==> config.mk <==
export PLATFORM = sky130hd
export DESIGN_NAME = timer_sched
export DESIGN_NICKNAME = d
export VERILOG_FILES = /design/src/rtl/timer_pkg.sv /design/src/rtl/rr_arbiter.sv /design/src/rtl/timer_sched.sv
export SDC_FILE = /design/constraint.sdc
export NUM_CORES = 1
export LEC_CHECK = 0
export ABC_CLOCK_PERIOD_IN_PS = 4200
export BUFFER_PORTS_ARGS = -buffer_cell sky130_fd_sc_hd__buf_2
export CORE_MARGIN = 1
export CORE_UTILIZATION = 38
export CTS_BUF_LIST = sky130_fd_sc_hd__clkbuf_4 sky130_fd_sc_hd__clkbuf_8
export DETAILED_ROUTE_END_ITERATION = 12
export GPL_TIMING_DRIVEN = 0
export PLACE_DENSITY = 0.73
export REMOVE_ABC_BUFFERS = 1
export SLEW_MARGIN = 20
export SYNTH_ARGS = -nofsm -noshare
export SYNTH_HDL_FRONTEND = slang
export SYNTH_HIERARCHICAL = 1
export SYNTH_SLANG_ARGS = --single-unit
==> constraint.sdc <==
create_clock -name clk -period 4.2 [get_ports clk]
set_clock_uncertainty 0.1 [all_clocks]
set_input_delay 0.84 -clock clk [delete_from_list [all_inputs] [get_ports clk]]
set_output_delay 0.84 -clock clk [all_outputs]
set_load 0.01 [all_outputs]
==> src/rtl/timer_pkg.sv <==
// timer_pkg: shared definitions for the timer scheduler slice.
//   state_t      - scheduler FSM states (binary encoded)
//   PW_DEFAULT   - default period / counter width
//   CTRL_*_BIT   - control-register bit positions used by the register layer
package timer_pkg;

  typedef enum logic [1:0] {
    IDLE = 2'd0,
    LOAD = 2'd1,
    RUN  = 2'd2,
    DONE = 2'd3
  } state_t;

  localparam int PW_DEFAULT = 16;

  localparam int CTRL_START_BIT   = 2;
  localparam int CTRL_ENABLE_BIT  = 3;
  localparam int CTRL_IRQ_BIT     = 5;
  localparam int CTRL_CNT_RST_BIT = 7;

endpackage

==> src/rtl/rr_arbiter.sv <==
// rr_arbiter: combinational round-robin picker.
//   eligible [NREQ] - requesters that may be granted
//   last     [IW]   - index of the most recent owner; search starts at last+1
//   pick     [NREQ] - one-hot winner (0 when nobody is eligible)
//   any             - at least one requester is eligible
module rr_arbiter
  import timer_pkg::*;
#(
  parameter int NREQ = 4,
  parameter int IW   = 2
)
(
  input  logic [NREQ-1:0] eligible,
  input  logic [IW-1:0]   last,
  output logic [NREQ-1:0] pick,
  output logic            any
);

  logic [IW-1:0] idx;

  always_comb begin
    pick = '0;
    any  = 1'b0;
    idx  = '0;
    // Walk the ring once, starting just after the previous owner; the
    // first eligible slot wins, which also covers wrap-around.
    for (int off = 1; off <= NREQ; off++) begin
      idx = IW'((int'(last) + off) % NREQ);
      if (!any && eligible[idx]) begin
        pick[idx] = 1'b1;
        any       = 1'b1;
      end
    end
  end

endmodule

==> src/rtl/timer_sched.sv <==
// timer_sched: time-shares one one-shot timer among NREQ requesters.
//   clk        - system / timer clock
//   rst        - asynchronous active-low reset
//   req        - level request per requester
//   period_in  - packed periods, slice i = period_in[i*PW +: PW]
//   irq_ack    - one-cycle pulses clearing irq bits
//   tmr_expire - timer expiry level (counter == period)
//   tmr_clr    - synchronous clear to the timer
//   tmr_start  - timer count enable
//   tmr_period - period driven to the timer
//   grant      - one-hot current owner, 0 when idle
//   irq        - sticky completion flags
//   busy       - scheduler is not idle
module timer_sched
  import timer_pkg::*;
#(
  parameter int NREQ = 4,
  parameter int PW   = PW_DEFAULT
)
(
  input  logic               clk,
  input  logic               rst,
  input  logic [NREQ-1:0]    req,
  input  logic [NREQ*PW-1:0] period_in,
  input  logic [NREQ-1:0]    irq_ack,
  input  logic               tmr_expire,
  output logic               tmr_clr,
  output logic               tmr_start,
  output logic [PW-1:0]      tmr_period,
  output logic [NREQ-1:0]    grant,
  output logic [NREQ-1:0]    irq,
  output logic               busy
);

  localparam int IW = (NREQ > 1) ? $clog2(NREQ) : 1;

  state_t          state, state_next;
  logic            complete, complete_next;
  logic [NREQ-1:0] req_q;
  logic [IW-1:0]   last, gidx, pick_idx;
  logic [NREQ-1:0] eligible, pick, irq_set;
  logic            any;
  logic [PW-1:0]   pick_period;

  // Grant decisions use the registered request, which places the grant one
  // edge after the request is first sampled. Cancel during RUN looks at the
  // live request so the owner can abort with minimum delay.
  assign eligible = req_q & ~irq;

  rr_arbiter #(
    .NREQ (NREQ),
    .IW   (IW)
  ) u_arb (
    .eligible (eligible),
    .last     (last),
    .pick     (pick),
    .any      (any)
  );

  always_comb begin
    pick_idx = '0;
    for (int i = 0; i < NREQ; i++) begin
      if (pick[i]) pick_idx = IW'(i);
    end
  end

  assign pick_period = period_in[int'(pick_idx)*PW +: PW];

  always_comb begin
    state_next    = state;
    complete_next = complete;
    case (state)
      IDLE: begin
        if (any) begin
          state_next    = LOAD;
          complete_next = 1'b0;
        end
      end
      LOAD: begin
        // A zero period finishes immediately as a completed timing.
        if (tmr_period == '0) begin
          state_next    = DONE;
          complete_next = 1'b1;
        end else begin
          state_next = RUN;
        end
      end
      RUN: begin
        // Expiry is checked first so it beats a same-cycle cancel.
        if (tmr_expire) begin
          state_next    = DONE;
          complete_next = 1'b1;
        end else if (!req[gidx]) begin
          state_next    = DONE;
          complete_next = 1'b0;
        end
      end
      DONE: begin
        state_next = IDLE;
      end
      default: begin
        state_next = IDLE;
      end
    endcase
  end

  assign irq_set = (state == DONE && complete) ? grant : '0;

  always_ff @(posedge clk or negedge rst) begin
    if (!rst) begin
      state      <= IDLE;
      complete   <= 1'b0;
      req_q      <= '0;
      last       <= IW'(NREQ - 1);
      gidx       <= '0;
      grant      <= '0;
      irq        <= '0;
      tmr_clr    <= 1'b0;
      tmr_start  <= 1'b0;
      tmr_period <= '0;
      busy       <= 1'b0;
    end else begin
      state    <= state_next;
      complete <= complete_next;
      req_q    <= req;
      // Set is OR-ed after the ack mask so a colliding set wins.
      irq      <= (irq & ~irq_ack) | irq_set;
      // Outputs are registered copies of what the next state implies.
      tmr_clr   <= (state_next == LOAD) || (state_next == DONE);
      tmr_start <= (state_next == RUN);
      busy      <= (state_next != IDLE);
      if (state == IDLE && any) begin
        grant      <= pick;
        gidx       <= pick_idx;
        tmr_period <= pick_period;
      end
      if (state == DONE) begin
        grant <= '0;
        last  <= gidx;
      end
    end
  end

endmodule
==> out/metrics.cfg <==
[placed_design]
dpl.hpwl_um = 4810
gp_routability_congestion = 0.754
placedCellCount = 422
placement.setup.worst_slack_ns = 0.0366
port_buffers = 101

[logic_synthesis]
synth_simple_gate_area_share_pct = 16.1
synth.distinct_cells = 43
synth_area_leaders = sky130_fd_sc_hd__dfrtp_1, sky130_fd_sc_hd__mux2i_1, sky130_fd_sc_hd__ha_1
netlist.top_cell.by_area = sky130_fd_sc_hd__dfrtp_1
synth-xor-area-share_pct = 0
synth_edf_count = 0
multiplexer_fraction_of_the_synthesized_cell_area_pct = 14.8
syn-cell-area_um2 = 2440
postSynthAreaPerCell_um2 = 9.44
ys_ff_latch = 37
most_common_cell_in_the_netlist = sky130_fd_sc_hd__dfrtp_1
postSynth.asyncResetShare_pct = 100
main_synth_ff_type = sky130_fd_sc_hd__dfrtp_1
synth_top_cells_by_count = sky130_fd_sc_hd__dfrtp_1, sky130_fd_sc_hd__nand2_1, sky130_fd_sc_hd__mux2i_1, sky130_fd_sc_hd__o21ai_0, sky130_fd_sc_hd__inv_1
synth.yosys.seq_area_share_pct = 38.1
post_synth_fa_ha_maj_area_fraction_pct = 7.19
postSynthCellCount = 258
compound_cell_area_share_of_the_yosys_netlist_pct = 18.5
dominant_combinational_cell_family_by_area_after_synthesis = compound AO/OA/AOI/OAI gates
synth.yosys.warnings = 6
synth.top_cell.area_share_pct = 36.0

[clock_network]
clock-root-buffer = sky130_fd_sc_hd__clkbuf_8
cts_tree = done
clock_sinks = 37
cts_made_buffers = 5
postCtsHoldBufs = 0
cts_max_path_buffers = 2
worst_skew_pair.late_latency_ns = 0.29
cts_setup_buffers = 0
cts_max_level = 2
clk_pin_slew_worst_paths_ns = 0.07

[detailed_routing]
via_count = 2276
dr_drc_count = 0
via_density_per_instance = 5.29
routedWlPerCell_um = 14.9
antenna_left = 0
routed_wirelength_um = 6390
drt_pre_antenna_iters = 4
drt-initial-drc-count = 97

[sta]
rsz0062_at_grt = false
fin_hold_ws_ns = 0.413
fin_setup_tns_ns = 0
timing.max_slew.rel_slack_pct = 31.9
final.setup.worst_slack_ns = 0.292
layout_worst_path_cycle_share_pct = 93.1
fmax_mhz = 256
slew_of_the_pin_with_the_lowest_slew_margin_ns = 1.02
final_period_minus_worst_setup_slack_ns = 3.91
final-max-slew-violation-count = 0
finalSetupViolCount = 0
count_of_final_hold_check_violations = 0

[power_and_ir_drop]
combPwrFrac_pct = 58.1
power.density_nw_per_um2 = 749
pwr-share-clk_pct = 14.0
sw_frac_of_total_pct = 45.8
internal-power_uw = 1260
vdd_drop_max_uv = 278
static-leakage-power_uw = 0.00150
seq_power_share_pct = 28.0
switching_power_summed_over_all_nets_uw = 1060

[critical_path]
crit_type = flip-flop to flip-flop
critPathCaptureType = flip-flop
worst_ep_required_time_ns = 4.27
crit_path_max_fanout = 18
startpoint_types = flip-flop
worst-endpoint-arrival_ns = 3.97

[run_status]
status = finished, final reports clean

[global_routing]
first_global_vias = 2162
grt_usage_pct = 20.4
number_of_antenna_violations_at_the_first_check_in_global_routing = 0
grt_pass1_wl_um = 10000
largest_net_degree_at_the_start_of_global_routing = 38
grt_remaining_overflow = 0

[final_layout]
layout-drive-gt1-share_pct = 34.6
fillers = 600
areaGrowthSynthToFinish_pct = 27.0
nNetsFinal = 443
antenna_cells_inserted = 0
final-instance-count-excl-fill = 430

[floorplanning]
floorplan.io_pins = 102
initial_utilization_pct = 40.2
die_area_um2 = 6730
core_box_area_um2 = 6060
die-height_um = 82.1
rows = 28
die-width_um = 82.1

[run]
maxCapViolCount = 0

[hold_path]
class_of_the_tightest_hold_or_removal_check = flip-flop to flip-flop

[metal layers]
layer	vias up	part of all wire, %	GRT usage (%)
li1	1130	-	-
met2	93	50	35.5
met1	1049	43	24.2
met4	0	1.2	8.42
met5	-	0	0
met3	4	6.0	4.33
[state kept, by name, summed over array words and instances, names as in the netlist]
register,cells
irq,4
state,1
gidx,2
req_q,4
last,2
tmr_start,1
tmr_clr,1
tmr_period,16
grant,4
complete,1
busy,1
[power groups by stage]
stage               registers [µW]  logic, µW  clock network [µW]
floorplan                      668        913                   0
global placement               649       1320                   0
detailed placement             657       1350                   0
CTS                            650       1360                 327
global route                   671       1510                 343
finish                         648       1350                 324
[worst max-delay path, cell delays in order, from the launching register on]
cell	delay, ns
sky130_fd_sc_hd__dfstp_2	0.63
sky130_fd_sc_hd__inv_1	0.19
sky130_fd_sc_hd__ha_1	0.46
sky130_fd_sc_hd__mux2i_1	0.25
sky130_fd_sc_hd__o2111ai_1	0.12
sky130_fd_sc_hd__o21ai_0	0.50
sky130_fd_sc_hd__a221o_1	0.85
sky130_fd_sc_hd__a21oi_2	0.29
sky130_fd_sc_hd__o221ai_1	0.26
sky130_fd_sc_hd__o21ai_0	0.12
[final cells by class]
cell class | instances | area (µm²) | area share (%)
clock buffers | 7 | 90.1 | 2.91
clock inverters | 1 | 30.0 | 0.971
inverters | 17 | 63.8 | 2.06
multi-input cells | 192 | 1380 | 44.7
flip-flops and latches | 37 | 928 | 30.0
well taps | 75 | 93.8 | 3.03
repair buffers | 101 | 505 | 16.3
[cells by family after synthesis]
group | after synthesis
mux | 33
flops | 37
fa+ha+maj | 14
simple gates | 78
compound gates | 67
buf+inv | 29
[path summary, 6_finish.rpt]
check                      cells after the start                    endpoint                 startpoint  slack, ns
hold reg to reg                                2   tmr_period[8]$_DFFE_PN0P_  tmr_period[8]$_DFFE_PN0P_       0.41
setup / recovery                               9   tmr_period[6]$_DFFE_PN0P_        last[0]$_DFFE_PN1N_       0.29
setup reg to reg                               9   tmr_period[6]$_DFFE_PN0P_        last[0]$_DFFE_PN1N_       0.29
min in group asynchronous                      1  tmr_period[12]$_DFFE_PN0P_                        rst       0.54
hold / removal                                 2   tmr_period[8]$_DFFE_PN0P_  tmr_period[8]$_DFFE_PN0P_       0.41
max in group asynchronous                      1            irq[0]$_DFF_PN0_                        rst       2.95
[stage by stage]
step	total power, µW	instance area [µm²]	utilization, %
after CTS	2330	3090	51.0
final	2320	3090	51.0
after global placement	1970	2970	49.0
after floorplan	1580	2370	-
after global routing	2520	3090	51.0
after detailed placement	2000	2970	49.0
[cell usage in the layout (no fill, tap or decap), types with 4 or more instances in the layout]
| master | n |
|---|---|
| sky130_fd_sc_hd__nand2_1 | 34 |
| sky130_fd_sc_hd__dfrtp_1 | 35 |
| sky130_fd_sc_hd__a221oi_1 | 7 |
| sky130_fd_sc_hd__buf_2 | 101 |
| sky130_fd_sc_hd__mux2_2 | 4 |
| sky130_fd_sc_hd__nor4_1 | 4 |
| sky130_fd_sc_hd__nor2b_1 | 6 |
| sky130_fd_sc_hd__nor2_1 | 12 |
| sky130_fd_sc_hd__a21oi_1 | 6 |
| sky130_fd_sc_hd__o21ai_0 | 20 |
| sky130_fd_sc_hd__ha_1 | 14 |
| sky130_fd_sc_hd__inv_1 | 17 |
| sky130_fd_sc_hd__o221ai_1 | 8 |
| sky130_fd_sc_hd__o21ai_1 | 13 |
| sky130_fd_sc_hd__nand3_1 | 5 |
| sky130_fd_sc_hd__mux2i_1 | 26 |
| sky130_fd_sc_hd__clkbuf_8 | 6 |
[what timing repair did]
action | CTS | global route
hold endpoints to repair | 0 | 0
resized for setup | 0 | 2
setup endpoints to repair | 0 | 8
(Power assumes the default switching activity.)
